**src/rtl/dfe_train_ctrl.sv**
```systemverilog
// DFE training controller: flushes symbol history, adapts feedback taps by
// sign-sign LMS against known training symbols, then reports lock or failure.
module dfe_train_ctrl #(
   parameter int SIGNAL_RESOLUTION = 8,
   parameter int NUM_TAPS          = 2,
   parameter int TAP_WIDTH         = 8,
   parameter int STEP              = 1,
   parameter int ERR_THRESH        = 8,
   parameter int LOCK_COUNT        = 16,
   parameter int TRAIN_LEN         = 256
) (
   input  logic                                 clk,
   input  logic                                 rstn,
   input  logic                                 start,
   input  logic signed [SIGNAL_RESOLUTION-1:0]  eq_in,
   input  logic                                 eq_valid,
   input  logic signed [SIGNAL_RESOLUTION-1:0]  train_data,
   input  logic                                 train_data_valid,
   output logic [NUM_TAPS*TAP_WIDTH-1:0]        taps,
   output logic                                 taps_valid,
   output logic                                 dfe_en,
   output logic                                 busy,
   output logic                                 locked,
   output logic                                 fail
);

   localparam int SR     = SIGNAL_RESOLUTION;
   localparam int ERR_W  = SR + 1;
   localparam int CNT_W  = $clog2(TRAIN_LEN + 1);
   localparam int GOOD_W = $clog2(LOCK_COUNT + 1);
   localparam int FL_W   = $clog2(NUM_TAPS + 1);

   localparam logic [2:0] S_IDLE   = 3'd0;
   localparam logic [2:0] S_FLUSH  = 3'd1;
   localparam logic [2:0] S_TRAIN  = 3'd2;
   localparam logic [2:0] S_LOCKED = 3'd3;
   localparam logic [2:0] S_FAIL   = 3'd4;

   localparam logic signed [TAP_WIDTH+1:0] TAP_MAX = (TAP_WIDTH+2)'((2**(TAP_WIDTH-1)) - 1);
   localparam logic signed [TAP_WIDTH+1:0] TAP_MIN = (TAP_WIDTH+2)'(-(2**(TAP_WIDTH-1)));
   localparam logic signed [TAP_WIDTH+1:0] STEP_X  = (TAP_WIDTH+2)'(STEP);

   function automatic logic signed [TAP_WIDTH-1:0] sat_step(
      input logic signed [TAP_WIDTH-1:0] tap,
      input logic                        up
   );
      logic signed [TAP_WIDTH+1:0] sum;
      sum = {{2{tap[TAP_WIDTH-1]}}, tap};
      sum = up ? sum + STEP_X : sum - STEP_X;
      if (sum > TAP_MAX)      sat_step = TAP_MAX[TAP_WIDTH-1:0];
      else if (sum < TAP_MIN) sat_step = TAP_MIN[TAP_WIDTH-1:0];
      else                    sat_step = sum[TAP_WIDTH-1:0];
   endfunction

   function automatic logic [ERR_W-1:0] abs_err(input logic signed [ERR_W-1:0] e);
      abs_err = e[ERR_W-1] ? -e : e;
   endfunction

   logic [2:0]                 state_q, state_d;
   logic signed [SR-1:0]       hist_q [NUM_TAPS];
   logic signed [SR-1:0]       hist_d [NUM_TAPS];
   logic [CNT_W-1:0]           cnt_q, cnt_d;
   logic [GOOD_W-1:0]          good_q, good_d;
   logic [FL_W-1:0]            flush_q, flush_d;
   logic signed [TAP_WIDTH-1:0] taps_q [NUM_TAPS];
   logic signed [TAP_WIDTH-1:0] taps_d [NUM_TAPS];
   logic                       taps_valid_q, dfe_en_q, busy_q, locked_q, fail_q;
   logic                       acc, shift, vld_d, chg;
   logic signed [ERR_W-1:0]    err_c;
   logic signed [ERR_W-1:0]    err_p0;
   logic signed [SR-1:0]       hist_p0 [NUM_TAPS];
   logic                       vld_p0;

   assign acc   = eq_valid & train_data_valid;
   assign err_c = {eq_in[SR-1], eq_in} - {train_data[SR-1], train_data};

   always_comb begin
      state_d = state_q;
      hist_d  = hist_q;
      cnt_d   = cnt_q;
      good_d  = good_q;
      flush_d = flush_q;
      shift   = 1'b0;
      vld_d   = 1'b0;
      case (state_q)
         S_IDLE, S_LOCKED, S_FAIL: begin
            if (start) begin
               state_d = S_FLUSH;
               cnt_d   = '0;
               good_d  = '0;
               flush_d = '0;
               for (int k = 0; k < NUM_TAPS; k++) hist_d[k] = '0;
            end
         end
         S_FLUSH: begin
            if (acc) begin
               shift = 1'b1;
               if (flush_q == FL_W'(NUM_TAPS - 1)) begin
                  state_d = S_TRAIN;
                  flush_d = '0;
               end else begin
                  flush_d = flush_q + FL_W'(1);
               end
            end
         end
         S_TRAIN: begin
            if (acc) begin
               shift  = 1'b1;
               vld_d  = 1'b1;
               good_d = (abs_err(err_c) <= ERR_W'(ERR_THRESH)) ? good_q + GOOD_W'(1) : '0;
               if (cnt_q != CNT_W'(TRAIN_LEN)) cnt_d = cnt_q + CNT_W'(1);
               // Lock takes priority when both limits are hit by the same sample.
               if (good_d == GOOD_W'(LOCK_COUNT))    state_d = S_LOCKED;
               else if (cnt_d == CNT_W'(TRAIN_LEN)) state_d = S_FAIL;
            end
         end
         default: state_d = S_IDLE;
      endcase
      if (shift) begin
         for (int k = NUM_TAPS - 1; k > 0; k--) hist_d[k] = hist_q[k-1];
         hist_d[0] = train_data;
      end
   end

   // Tap stage: applies the update captured at the accepting edge one cycle later.
   always_comb begin
      taps_d = taps_q;
      chg    = 1'b0;
      for (int k = 0; k < NUM_TAPS; k++) begin
         if (vld_p0 && (err_p0 != '0) && (hist_p0[k] != '0)) begin
            taps_d[k] = sat_step(taps_q[k], err_p0[ERR_W-1] == hist_p0[k][SR-1]);
         end
         chg = chg | (taps_d[k] != taps_q[k]);
      end
   end

   always_ff @(posedge clk) begin
      if (acc) begin
         err_p0  <= err_c;
         hist_p0 <= hist_q;
      end
   end

   always_ff @(posedge clk) begin
      if (!rstn) begin
         state_q      <= S_IDLE;
         cnt_q        <= '0;
         good_q       <= '0;
         flush_q      <= '0;
         vld_p0       <= 1'b0;
         taps_valid_q <= 1'b0;
         dfe_en_q     <= 1'b0;
         busy_q       <= 1'b0;
         locked_q     <= 1'b0;
         fail_q       <= 1'b0;
         for (int k = 0; k < NUM_TAPS; k++) begin
            hist_q[k] <= '0;
            taps_q[k] <= '0;
         end
      end else begin
         state_q      <= state_d;
         hist_q       <= hist_d;
         cnt_q        <= cnt_d;
         good_q       <= good_d;
         flush_q      <= flush_d;
         vld_p0       <= vld_d;
         taps_q       <= taps_d;
         taps_valid_q <= chg;
         dfe_en_q     <= (state_d == S_TRAIN) || (state_d == S_LOCKED);
         busy_q       <= (state_d == S_FLUSH) || (state_d == S_TRAIN);
         locked_q     <= (state_d == S_LOCKED);
         fail_q       <= (state_d == S_FAIL);
      end
   end

   for (genvar g = 0; g < NUM_TAPS; g++) begin : g_taps
      assign taps[g*TAP_WIDTH +: TAP_WIDTH] = taps_q[g];
   end

   assign taps_valid = taps_valid_q;
   assign dfe_en     = dfe_en_q;
   assign busy       = busy_q;
   assign locked     = locked_q;
   assign fail       = fail_q;

endmodule

```
**config.mk**
```make
export PLATFORM = sky130hd
export DESIGN_NAME = dfe_train_ctrl
export DESIGN_NICKNAME = d
export VERILOG_FILES = /design/src/rtl/dfe_train_ctrl.sv
export SDC_FILE = /design/constraint.sdc
export NUM_CORES = 1
export LEC_CHECK = 0
export CORE_MARGIN = 2
export CORE_UTILIZATION = 40
export CTS_CLUSTER_DIAMETER = 100
export CTS_CLUSTER_SIZE = 14
export DETAILED_ROUTE_END_ITERATION = 7
export PLACE_DENSITY_LB_ADDON = 0.05
export SLEW_MARGIN = 20
export SYNTH_ARGS = -nofsm -noshare
export SYNTH_HDL_FRONTEND = slang
export SYNTH_SLANG_ARGS = --single-unit
```
**constraint.sdc**
```tcl
create_clock -name clk -period 3.7 [get_ports clk]
set_input_delay 0.74 -clock clk [delete_from_list [all_inputs] [get_ports clk]]
set_output_delay 0.74 -clock clk [all_outputs]
set_load 0.005 [all_outputs]
```
### Yosys cells after proc, flatten, opt, wreduce, memory -nomap -nowiden

Index checks and enable logic that the tools add are counted.

| word-level totals | value |
|---|---|
| register bits after elaboration | 82 |
| bits of input ports | 21 |
| output and inout bits | 21 |
| logic and storage cells | 106 |

| cells by class | value |
|---|---|
| add/subtract/negate cells | 9 |
| $lt $le $gt $ge | 5 |
| equal/unequal tests | 19 |
| muxes and demuxes | 35 |
| bitwise logic cells | 2 |
| reductions and logical operators | 19 |

Operator list:

| cell | number |
|---|---|
| $mux W9 | 6 |
| $mux W16 | 3 |
| $mux W8 | 6 |
| $gt A10 B8 Y1 const B | 2 |
| $lt A10 B8 Y1 const B | 2 |
| $mux W10 | 2 |
| $add A8 B2 Y9 const B | 2 |
| $mux W3 | 6 |
| $pmux W9 S2 | 1 |
| $sub A8 B2 Y9 const B | 2 |
| $ne A8 B8 Y1 | 2 |
| $reduce_bool A8 Y1 | 2 |
| $mux W5 | 3 |
| $eq A3 B2 Y1 const B | 4 |
| $pmux W5 S2 | 1 |
| $add A9 B1 Y9 const B | 1 |
| $eq A9 B9 Y1 const B | 1 |
| $le A9 B4 Y1 const B | 1 |
| $ne A9 B9 Y1 const B | 1 |
| $neg A9 Y9 | 1 |
| $pmux W3 S3 | 1 |
| $reduce_bool A9 Y1 | 1 |
| $sub A8 B8 Y9 | 1 |
| $reduce_bool A2 Y1 | 4 |
| 20 further kinds | 33 |

### Longest topological paths before layout

| depth | value |
|---|---|
| word-level depth | 11 |
| gate-level depth with buffers | 12 |
| gate-level depth less buffers | 12 |

### Worst setup path before layout

OpenSTA, ideal clock, no wires.

| timing | value |
|---|---|
| path type | reg2reg |
| start | reg err_p0[8] |
| end | reg taps_valid_q, in the netlist taps_valid |
| library setup time | 0.139 ns |
| arrival | 3.182 ns |
| data required time | 3.561 ns |
| setup slack | 0.378 ns |
| cell stages (with the launch flop) | 13 |
| path buffers | 1 |
| clock period less this slack | 3.322 ns |
| path through | edfxtp_1 xor2_1 inv_1 fa_1 nand2b_1 a211oi_2 o21ai_1 or2_0 buf_2 a2111oi_2 o221ai_1 o41ai_2 a41oi_1 |

| on the way | value |
|---|---|
| longest elaborated chain between the ends | 8 |
| elaborated cells on any way between the ends | 21 |
| classes of those cells | order compare: 4; eq/ne: 4; mux: 8; bitwise: 1; reduce/logical: 4 |

Ends and longest elaborated chain:

| item | line | source |
|---|---|---|
| start, declared | 70 | `logic signed [ERR_W-1:0] err_p0;` |
| start signal, assigned | 139 | `err_p0 <= err_c;` |
| $eq A1 B1 Y1 | 131 | `taps_d[k] = sat_step(taps_q[k], err_p0[ERR_W-1] == hist_p0[k][SR-1]);` |
| $mux W10 | 49 | `sum = up ? sum + STEP_X : sum - STEP_X;` |
| $lt A10 B8 Y1 | 51 | `else if (sum < TAP_MIN) sat_step = TAP_MIN[TAP_WIDTH-1:0];` |
| $mux W8 | 51 |  |
| $mux W8 | 50 | `if (sum > TAP_MAX) sat_step = TAP_MAX[TAP_WIDTH-1:0];` |
| $mux W8 | 130 | `if (vld_p0 && (err_p0 != '0) && (hist_p0[k] != '0)) begin` |
| $ne A8 B8 Y1 | 133 | `chg = chg \| (taps_d[k] != taps_q[k]);` |
| $or A1 B1 Y1 (*) | 133 |  |
| end signal, assigned | 168 | `taps_valid_q <= chg;` |
| end, declared | 67 | `logic taps_valid_q, dfe_en_q, busy_q, locked_q, fail_q;` |

Every way passes the cells marked *; elsewhere a longest branch is shown, timed or not.
A chain may end at the register's enable or synchronous reset.

### Final worst setup path

Ends and elaborated chain as after synthesis.

==> metrics <==
status=finished clean; Buffers on Ports=41; Syn Std Cell Area=4960 sq um; post-synthesis net count=607; MaxCap Viol Count=0; Final Hold Fails=0; Net Sw Power=558 uW; IR drop worst, VDD=257 uV; CP startpoint kind=flip-flop; Antenna Nets Post-Route=0; worst reg2reg startpoint=err_p0[8]$_DFFE_PP_; Worst-Margin Slew=0.728 ns; clock tree buffer depth=2; Area after DPL=5660 sq um; TritonCTS Sinks=82; Layout Cells excl Fill=783; crit-path max FO=8; Synth Area per Inst=8.89 sq um; largest net degree at the start of global routing=39; Starting Density=41.1%; Post-synth ARST share=0%; gpl congestion=0.844; Synth top area share=23.0%; Tmin final=3.41 ns; crit path kind=flip-flop to flip-flop; flops & latches, synth=82; post-cts repair resize count=0; die height=115 um; CP peak stage delay=0.47 ns; global-route usage over all layers=18.9%; logic gate share of total power=13.9%; RSZ-0062 raised after global routing=no; vias in the first global route=4309; net switching share of the total power=23.5%; row count=40; Max Freq=293 MHz; H-tree depth=3; Post-CTS Hold Fix Bufs=0; period utilisation layout=92.2%; internal power=1.82 mW; DRC=0; I/O pins=42; drt via density=5.60; Critical Path AT=3.61 ns; nets@finish=659; Ys Warns=0; first-pass GRT wire length=20300 um; CTS tree=built; DIE AREA=13300 sq um; CP max stage cell=edfxtp_1; Antenna diodes=0; Main synth FF type=dfxtp_1; Lkg Pwr=2.24 nW; element type at the critical path end=flip-flop; Die X=115 um; # Post-CTS Setup Buffers=0; CTS clk-pin slew, worst paths=0.06 ns; Power Dens Cells=395 nW/um^2; sequential power share=40.4%; worst hold path class=flip-flop to flip-flop; drt pass-1 iters=4; drt total wl=11700 um; Final Instance Area=6030 sq um; clock share of power=45.7%; Worst Path Required=3.90 ns; core area=12100 sq um; Critical Path Start=err_p0[8]$_DFFE_PP_; crit-path cells=xor2_1 > buf_4 > inv_1 > fa_1 > nand2b_1 > a211oi_2 > o21ai_1 > or2_0 > a2111oi_2 > o221ai_1 > o41ai_2 > a41oi_1; total number of vias=4382; Synth cell types=71; share of cells above drive strength 1=8.62%; final number of setup-violating endpoints=0; Slew Limit Headroom=51.5%; initial antenna violation count=0; Clock Skews=0.00504 ns; top post-synthesis cells by area=dfxtp_1 (23%), edfxtp_1 (15%), ha_1 (6.3%); cell taking the most area after synthesis=dfxtp_1; min-delay src=hist_q[7]$_SDFFE_PN0P_; root buf cell=clkbuf_16; Syn Inst Count=558; CTS Buf Count=9; DPL Wire Length=8710 um; sequential fraction of the synthesis area=38.1%; number of synthesized flops with an enable pin=25; clk_lat worst skew=0.33 ns; Slew Limit Fails=0; placed cell count=767; global route overflow=0; Iter 0 DRT Violations=344; synth-to-layout area growth=21.6%; routed length per instance=15.0 um
[critical path: cells and delay by family (launching register included)]
family / cells / cell delay [ns]
and+or+nand+nor: 2 / 0.55
buffers and inverters: 2 / 0.26
AOI/OAI and AO/OA: 6 / 1.43
adders and majority gates: 1 / 0.39
xor gates and xnor gates: 1 / 0.19
DFF: 1 / 0.47
[path summary, 6_finish.rpt]
| check | slack [ns] | end | cells after the start |
|---|---|---|---|
| setup / recovery | 0.29 | taps_valid$_SDFF_PN0_ | 12 |
| hold / removal | 0.44 | hist_p0[7]$_DFFE_PP_ | 0 |
| setup reg to reg | 0.29 | taps_valid$_SDFF_PN0_ | 12 |
| hold reg to reg | 0.44 | hist_p0[7]$_DFFE_PP_ | 0 |
[area by class of cell]
cell class	count	area, sq um
repair buffers	62	568
flip-flops and latches	82	1890
clock buffers	9	225
well taps	168	210
multi-input cells	424	2880
inverters	31	116
fillers	1155	6030
clock inverters	7	141
[Yosys cell counts, types with 4 or more instances]
cell,count
a211oi_1,10
a21o_1,7
a21oi_1,44
a22oi_1,19
a31oi_1,9
and2_1,9
and3_1,6
clkbuf_1,18
dfxtp_1,57
edfxtp_1,25
ha_1,25
inv_1,31
maj3_1,5
mux2i_1,7
nand2_1,20
nand2b_1,9
nand3_1,11
nand3b_1,7
nand4_1,6
nor2_1,64
nor2b_1,6
nor3_1,21
nor3b_1,5
nor4_1,10
o211a_1,4
o21a_1,5
o21ai_0,27
o21bai_1,4
o22ai_1,4
or3_1,5
xnor2_1,12
xor2_1,11
[layout by cell type (no fill, tap or decap), drive strengths merged, types with 5 or more instances in the layout]
cell type      count
a22oi             19
or2                5
nor4              10
or3                5
ha                25
nor2              64
nand2             20
xnor2             12
nand3             12
xor2              11
a21o               7
nand3b             7
o22ai              5
clkdlybuf4s50     41
nand2b             9
nor3              21
and3               6
nor2b              6
o21ai             29
a211oi            11
and2               9
a21oi             44
inv               31
mux2i              7
a31oi              9
clkbuf             9
nor3b              6
dfxtp             57
nand4              6
o21a               5
maj3               5
buf               21
edfxtp            25
[power groups by stage]
| stage | Combinational (mW) | Clock (mW) | Sequential (mW) |
|---|---|---|---|
| 2_1_floorplan | 0.226 | 0 | 0.975 |
| 3_3_place_gp | 0.329 | 0 | 0.980 |
| 3_5_place_dp | 0.331 | 0 | 0.980 |
| 4_1_cts | 0.333 | 1.12 | 0.960 |
| 5_1_grt | 0.371 | 1.15 | 0.962 |
| 6_report | 0.331 | 1.09 | 0.961 |
[metal layers]
layer	global-route usage (%)	routed length, um	vias to the layer above
li1	-	-	2196
met1	23.6	5420	2088
met2	32.7	5720	87
met3	3.48	411	11
met4	6.51	155	0
met5	0	0	-
[cells by family (layout without fill, tap and decap cells)]
family / after synthesis / in the layout / synth area share [%]
AOI/OAI and AO/OA: 170 / 170 / 24.1
adders and majority gates: 33 / 33 / 8.52
buffers and inverters: 52 / 109 / 3.98
xor gates and xnor gates: 23 / 23 / 4.06
and+or+nand+nor: 191 / 191 / 19.8
DFF: 82 / 82 / 38.1
muxes: 7 / 7 / 1.41
[sequential cells by signal, summed over array words and instances (netlist names), 2 cells and up]
name     cells
hist_q      16
taps        16
good_q       5
flush_q      2
cnt_q        9
hist_p0     16
err_p0       9
state_q      3
[metrics by stage]
stage	hold WS, ns	TNS (ns)	util (%)	setup WS [ns]	total power [mW]
after detailed placement	0.419	-0.00407	46.9	-0.00407	1.31
after global routing	0.447	0	50.0	0.00939	2.49
final	0.437	0	50.0	0.290	2.38
after global placement	0.423	0	46.9	0.0440	1.31
after floorplan	0.409	0	-	0.378	1.20
after CTS	0.437	0	50.0	0.261	2.41
Power figures use the tool's default switching activity.
